--- config.mk ---
export PLATFORM = sky130hd
export DESIGN_NAME = fetch_ctrl
export DESIGN_NICKNAME = d
export VERILOG_FILES = /design/src/rtl/fetch_pkg.sv /design/src/rtl/fetch_queue.sv /design/src/rtl/fetch_ctrl.sv
export SDC_FILE = /design/constraint.sdc
export NUM_CORES = 1
export LEC_CHECK = 0
export CORE_MARGIN = 10
export CORE_UTILIZATION = 59
export CTS_BUF_LIST = sky130_fd_sc_hd__clkbuf_8
export CTS_CLUSTER_SIZE = 40
export DETAILED_ROUTE_END_ITERATION = 12
export PLACE_DENSITY_LB_ADDON = 0.12
export SLEW_MARGIN = 10
export SYNTH_ARGS = -nofsm -noshare
export SYNTH_HDL_FRONTEND = slang
export SYNTH_SLANG_ARGS = --single-unit
--- constraint.sdc ---
create_clock -name clk -period 22.1 [get_ports clk]
set_input_delay 4.42 -clock clk [delete_from_list [all_inputs] [get_ports clk]]
set_output_delay 4.42 -clock clk [all_outputs]
set_load 0.01 [all_outputs]
--- src/rtl/fetch_pkg.sv ---
// fetch_pkg: shared constants and the fetch-queue entry type for the LEGv8
// instruction-fetch sequencer (fetch_ctrl / fetch_queue).
package fetch_pkg;

    localparam int FETCH_N   = 32;
    localparam int FETCH_PCW = 64;

    // CBZ XZR,#0 -- an unconditional branch-to-self used as a stop marker.
    localparam logic [FETCH_N-1:0] HALT_INSTR  = 32'hb400001f;
    localparam logic [2:0]         INSTR_BYTES = 3'd4;

    typedef struct packed {
        logic [FETCH_N-1:0]   instr;
        logic [FETCH_PCW-1:0] pc;
    } fetch_entry_t;

    // True when a fetched word is the halt marker.
    function automatic logic is_halt(input logic [FETCH_N-1:0] word);
        return (word == HALT_INSTR);
    endfunction

endpackage

--- src/rtl/fetch_queue.sv ---
// fetch_queue: small synchronous shift-register FIFO of fetch entries.
// The head always lives in entries_r[0], so the head outputs come straight
// from a register. Push and pop may coincide at any fill level, including
// full; flush empties the queue and wins over push/pop.
module fetch_queue
    import fetch_pkg::*;
#(
    parameter int DEPTH = 2,
    localparam int CW   = $clog2(DEPTH + 1)
) (
    input  logic         clk,
    input  logic         reset,
    input  logic         push,
    input  fetch_entry_t push_data,
    input  logic         pop,
    input  logic         flush,
    output fetch_entry_t head,
    output logic         full,
    output logic         empty,
    output logic [CW-1:0] count
);

    localparam int IW = (DEPTH > 1) ? $clog2(DEPTH) : 1;

    fetch_entry_t    entries_r [DEPTH];
    logic [CW-1:0]   count_r;
    logic            do_pop_s;
    logic            do_push_s;
    logic [IW-1:0]   wr_idx_s;

    // Qualify push/pop against the fill level and pick the write slot.
    always_comb begin
        do_pop_s  = pop && (count_r != CW'(0));
        do_push_s = push && ((count_r != CW'(DEPTH)) || do_pop_s);
        if (do_pop_s) begin
            wr_idx_s = IW'(count_r - CW'(1));
        end else begin
            wr_idx_s = IW'(count_r);
        end
    end

    // Entry storage and occupancy count; shift toward the head on pop.
    always_ff @(posedge clk) begin
        if (!reset) begin
            count_r <= CW'(0);
            for (int i = 0; i < DEPTH; i++) begin
                entries_r[i] <= '0;
            end
        end else if (flush) begin
            count_r <= CW'(0);
        end else begin
            if (do_pop_s) begin
                for (int i = 0; i < DEPTH - 1; i++) begin
                    entries_r[i] <= entries_r[i+1];
                end
            end
            if (do_push_s) begin
                entries_r[wr_idx_s] <= push_data;
            end
            count_r <= count_r + (do_push_s ? CW'(1) : CW'(0))
                               - (do_pop_s  ? CW'(1) : CW'(0));
        end
    end

    assign head  = entries_r[0];
    assign count = count_r;
    assign full  = (count_r == CW'(DEPTH));
    assign empty = (count_r == CW'(0));

endmodule

--- src/rtl/fetch_ctrl.sv ---
// fetch_ctrl: LEGv8 instruction-fetch sequencer. Owns the PC, addresses the
// 2^AW-word instruction ROM, and buffers fetched words toward decode with a
// valid/ready handshake. Branch redirects flush the queue and reload the PC.
// Optional feature macro FETCH_HALT_EN: stop fetching after the halt word
// (CBZ XZR,#0) is enqueued, until redirect or reset. Without it, halted is 0.
module fetch_ctrl
    import fetch_pkg::*;
#(
    parameter int N     = 32,
    parameter int AW    = 6,
    parameter int PCW   = 64,
    parameter int DEPTH = 2
) (
    input  logic           clk,
    input  logic           reset,
    output logic [AW-1:0]  imem_addr,
    input  logic [N-1:0]   imem_q,
    input  logic           redirect_valid,
    input  logic [PCW-1:0] redirect_pc,
    output logic           instr_valid,
    output logic [N-1:0]   instr,
    output logic [PCW-1:0] instr_pc,
    input  logic           instr_ready,
    output logic           halted
);

    localparam int CW = $clog2(DEPTH + 1);

    logic [PCW-1:0] pc_r;
    logic           pop_s;
    logic           fetch_s;
    logic           halt_stop_s;
    fetch_entry_t   push_entry_s;
    fetch_entry_t   head_s;
    logic           q_full_s;
    logic           q_empty_s;
    logic [CW-1:0]  q_count_s;
    logic           unused_s;

`ifdef FETCH_HALT_EN
    logic halted_r;

    // Halt flag: set on the edge that enqueues the halt word, cleared by redirect.
    always_ff @(posedge clk) begin
        if (!reset) begin
            halted_r <= 1'b0;
        end else if (redirect_valid) begin
            halted_r <= 1'b0;
        end else if (fetch_s && is_halt(imem_q)) begin
            halted_r <= 1'b1;
        end else begin
            halted_r <= halted_r;
        end
    end

    assign halt_stop_s = halted_r;
    assign halted      = halted_r;
`else
    assign halt_stop_s = 1'b0;
    assign halted      = 1'b0;
`endif

    // Handshake and fetch decision; instr_valid never looks at instr_ready.
    always_comb begin
        pop_s   = instr_valid && instr_ready;
        fetch_s = 1'b0;
        if (halt_stop_s || redirect_valid) begin
            fetch_s = 1'b0;
        end else begin
            fetch_s = !q_full_s || pop_s;
        end
        push_entry_s.instr = imem_q;
        push_entry_s.pc    = pc_r;
    end

    // Program counter: redirect reloads word-aligned target, fetch advances.
    always_ff @(posedge clk) begin
        if (!reset) begin
            pc_r <= '0;
        end else if (redirect_valid) begin
            pc_r <= {redirect_pc[PCW-1:2], 2'b00};
        end else if (fetch_s) begin
            pc_r <= pc_r + PCW'(INSTR_BYTES);
        end else begin
            pc_r <= pc_r;
        end
    end

    fetch_queue #(
        .DEPTH (DEPTH)
    ) u_queue (
        .clk       (clk),
        .reset     (reset),
        .push      (fetch_s),
        .push_data (push_entry_s),
        .pop       (pop_s),
        .flush     (redirect_valid),
        .head      (head_s),
        .full      (q_full_s),
        .empty     (q_empty_s),
        .count     (q_count_s)
    );

    // Upper PC bits simply alias onto the ROM; only the word index matters.
    assign imem_addr   = pc_r[AW+1:2];
    assign instr_valid = !q_empty_s;
    assign instr       = head_s.instr;
    assign instr_pc    = head_s.pc;

    // Target byte offset is ignored; occupancy is carried by empty/full.
    assign unused_s = ^{redirect_pc[1:0], q_count_s};

endmodule

Word level (Yosys, flattened, before mapping):

Memory sizes are Yosys's and may differ from the RTL's.
Index checks and enable logic that the tools add are counted.

* add/subtract/negate cells: 4
* equal/unequal tests: 2
* mux-type cells: 19
* bitwise operators: 2
* reductions and logical operators: 12

Operators by type and width (count)
* 2-to-1 mux 96 bit: 2
* 2-to-1 mux 64 bit: 2
* OR reduction 96 bit: 1
* adder 64 x 3 -> 64 bit (second input constant): 1
* 2-to-1 mux 1 bit: 15
* nonzero test 2 bit: 2
* logical AND 1 bit: 3
* adder 2 x 1 -> 2 bit: 1
* == test 2 bit (second input constant): 1
* logical NOT 1 bit: 2
* logical NOT 2 bit: 1
* logical OR 1 bit: 2
* != test 2 bit (second input constant): 1
* OR reduction 2 bit: 1
* subtractor 2 bit: 1
* NOT 1 bit: 1
* bitwise OR 1 bit: 1
* subtractor 1 bit (second input constant): 1

* flip-flop bits (word level): 66
* bits in writable memories: 192
* input port bits: 100
* logic and storage cells: 43
* memories kept: 1

Memory list
* u_queue.entries_r: words 2, bits a word 96, read ports 2, clocked after Yosys merged registers in 0, write ports 2, line fetch_queue.sv:25 `fetch_entry_t entries_r [DEPTH];`

Longest topological paths before layout:

* word-level depth: 12
* depth in mapped cells: 11
* depth with buffers taken out: 9

Modules after synthesis:

From an unflattened synthesis, not the netlist that was laid out.

* cell total of the unflattened synthesis: 1046
* area total of the unflattened synthesis: 12344.3 µm²

By module, submodules not included
* fetch_queue: times used 1, cells an instance 545, area each 8424.3 µm², seq. area each 5805.6 µm²
* fetch_ctrl: times used 1, cells an instance 501, area each 3920.0 µm², seq. area each 1241.2 µm²

Worst setup path after synthesis:

No wires, ideal clock.

* path type: input -> register
* from: input redirect_valid
* to: memory u_queue.entries_r[1][10] (netlist name), enable pin
* setup time: 676 ps
* data arrival time: 11665 ps
* required time: 21424 ps
* setup slack: 9758 ps
* cell stages on the path: 5
* path buffers: 2
* cells stage by stage: clkbuf_1 -> inv_1 -> nand3_1 -> clkbuf_1 -> o21ai_0

RTL lines
* start: declaration: line fetch_ctrl.sv:18 `input logic redirect_valid,`
* end: declaration: line fetch_queue.sv:25

==> metrics.cfg <==
[run_status]
run_status = finished, final reports clean

[synthesis]
synth-seq-cells = 252
async_flop_share = 0
synth_edf_count = 188
postSynthAreaPerCell_um2 = 10.2
synth_flop_cell = edfxtp_1
syn_area_um2 = 11500
ys_types = 44
synth_cells = 1134
yosysWarnings = 0
synth_top_area_share = 0.489
synth_area_leaders = edfxtp_1 (49%), dfxtp_1 (11%), nand2_1 (8.1%)
synth-seq-area-share = 0.601
synth_top_area_cell = edfxtp_1

[clock_tree]
clk_pin_slew_ns = 0.06
ctsHoldBuffers = 0
cts_sinks = 252
insertion_delay_ns = 0.55
cts_made_buffers = 42
clock_path_buffers = 3
cts_setup_buffers = 0
cts.repair.resized = 0
htree_levels = 2
cts_root_buffer = clkbuf_8
cts_tree = done

[worst_hold_path]
hold_path_class = reg2reg

[detailed_routing]
drc = 0
met1_length_mm = 13.0
vias = 9136
drt_iter0_drc = 815
wl_met3_mm = 2.49
via_per_inst = 5.72
dr.pass1.iters = 6
wl_per_cell_um = 19.0
met2_length_mm = 14.0
ant_nets = 0
routed.top_layer = met4
totalWireLength_mm = 30.3

[final_layout]
drive_above_1_share = 0.0699
areaGrowthSynthToFinish_pct = 24.9
finish.utilization = 0.745
antenna_cells = 0
final_nets = 1400

[timing]
fmax_mhz = 130
hold_ws_ns = 0.553
setup_ws_ns = 14.41
finalHoldViolCount = 0
worstMarginPinSlew_ns = 1.05
maxSlewHeadroom = 0.293
slew_violations = 0
rsz0062_at_grt = false
fin_skew_ns = 0.0175
setup_viol = 0
min_period_over_period = 0.348
fin_tns_setup_ns = 0
min_period_ns = 7.69

[placement]
port_buffers = 198
gp_congestion = 0.852
dp_slack_ns = 13.80
hpwl_mm = 19.3

[global_routing]
antenna_found_initial = 0
grt_start_max_net_pins = 105
grt_pass1_wl_mm = 48.7
overflow = 0
grt_usage = 0.230
first_global_vias = 9054

[pwr]
p_per_area_nw_per_um2 = 76.8
power.leakage_nw = 5.34
ir_worst_vdd_uv = 50.9
totalPowerFinal_mw = 1.11

[setup_path]
cpPeakStageDelay_ns = 1.04
cp_cell_sequence = clkdlybuf4s50_1 -> or3b_2 -> nand3_1 -> o221ai_4 -> buf_4
startpoint_type = input port
slowest_stage = o221ai_4
cpLargestDelayFamily = buffers and inverters
cp_max_fo = 70
worst-setup-path-type = in2reg
critPathCaptureType = register
cp_num_buf_inv = 2
crit_arrival_ns = 7.85
worst_ep_required_time_ns = 22.26

[floorplanning]
design.core.area_um2 = 19300
die_x_um = 160
ios = 204
num_rows = 51
start_util = 0.597
dieHeight_um = 160
die-area_um2 = 25500

[job]
drv_cap = 0

## final timing paths
check | end | slack, ns | from | cells past startpoint
worst max register to register | u_queue.entries_r[0][49] | 18.18 | u_queue.count[1] | 8
worst min register to register | pc_r[28] | 0.55 | pc_r[28] | 2
worst min-delay path | pc_r[28] | 0.55 | pc_r[28] | 2
worst max-delay path | u_queue.entries_r[0][89] | 14.41 | instr_ready | 5
## where the power goes
| part | total, mW | switching [mW] | internal, mW |
|---|---|---|---|
| Clock | 0.405 | 0.186 | 0.218 |
| Combinational | 0.133 | 0.0726 | 0.0603 |
| Sequential | 0.569 | 0.0212 | 0.548 |
## metal layers
metal / track usage / vias to the layer above
met5: 0 / -
met4: 0.0755 / 0
met3: 0.0558 / 57
met2: 0.365 / 399
met1: 0.306 / 4311
li1: - / 4369
## tightest hold or removal path, stage by stage, from the launching register on
cell and delay [ns]:
dfxtp_1 0.37, nand2_1 0.08, a21oi_1 0.05
## sequential cells by signal (all words and copies together) (netlist names)
signal             cells
pc_r                  62
u_queue.entries_r    188
u_queue.count          2
## cell usage in the layout, fill, tap and decap left out, types with 4 or more instances in the layout
cell type | Yosys | layout
a21oi_1 | 39 | 39
and2_1 | 14 | 14
and3_1 | 105 | 105
and4_1 | 4 | 4
buf_4 | 9 | 11
clkbuf_8 | 0 | 50
clkdlybuf4s50_1 | 0 | 196
clkinv_2 | 0 | 5
dfxtp_1 | 64 | 64
edfxtp_1 | 188 | 188
inv_1 | 8 | 24
nand2_1 | 250 | 250
nand3_1 | 28 | 28
nand4_1 | 32 | 32
nor2_1 | 24 | 21
nor3_1 | 20 | 20
nor4_1 | 11 | 11
o21ai_0 | 161 | 160
xnor2_1 | 26 | 26
xor2_1 | 31 | 31
## cells by family after synthesis
group / count (synthesis) / share of synthesized area
other cells: 1 / 0.000325
simple gates: 513 / 0.222
buf+inv: 100 / 0.0383
compound gates: 208 / 0.0923
fa+ha+maj: 3 / 0.00325
xor+xnor: 57 / 0.0433
flops: 252 / 0.601
## synth_stat cells (4+ instances only)
| cell | n |
|---|---|
| edfxtp_1 | 188 |
| clkbuf_1 | 73 |
| o21ai_0 | 161 |
| nor2_1 | 24 |
| nand2_1 | 250 |
| nand3_1 | 28 |
| buf_4 | 9 |
| and4_1 | 4 |
| nor3_1 | 20 |
| nand4_1 | 32 |
| nor4_1 | 11 |
| and2_1 | 14 |
| xor2_1 | 31 |
| a21oi_1 | 39 |
| dfxtp_1 | 64 |
| xnor2_1 | 26 |
| and3_1 | 105 |
| inv_1 | 8 |
| buf_2 | 6 |
## area by class of cell
| class | count | area [um^2] |
|---|---|---|
| clock buffer | 50 | 688 |
| clock inverter | 28 | 150 |
| fill | 1345 | 4920 |
| inverter | 8 | 30.0 |
| multi-input combinational | 784 | 4230 |
| sequential | 252 | 6930 |
| tap | 265 | 332 |
| timing repair buffer | 209 | 2050 |
## through the flow
| stage | cells | area, um^2 |
|---|---|---|
| after floorplan | 1136 | 11500 |
| after global placement | 1518 | 13600 |
| after detailed placement | 1518 | 13600 |
| after CTS | 1596 | 14400 |
| after global routing | 1596 | 14400 |
| final | 1596 | 14400 |
No activity file was read; power rests on OpenSTA's default activity.
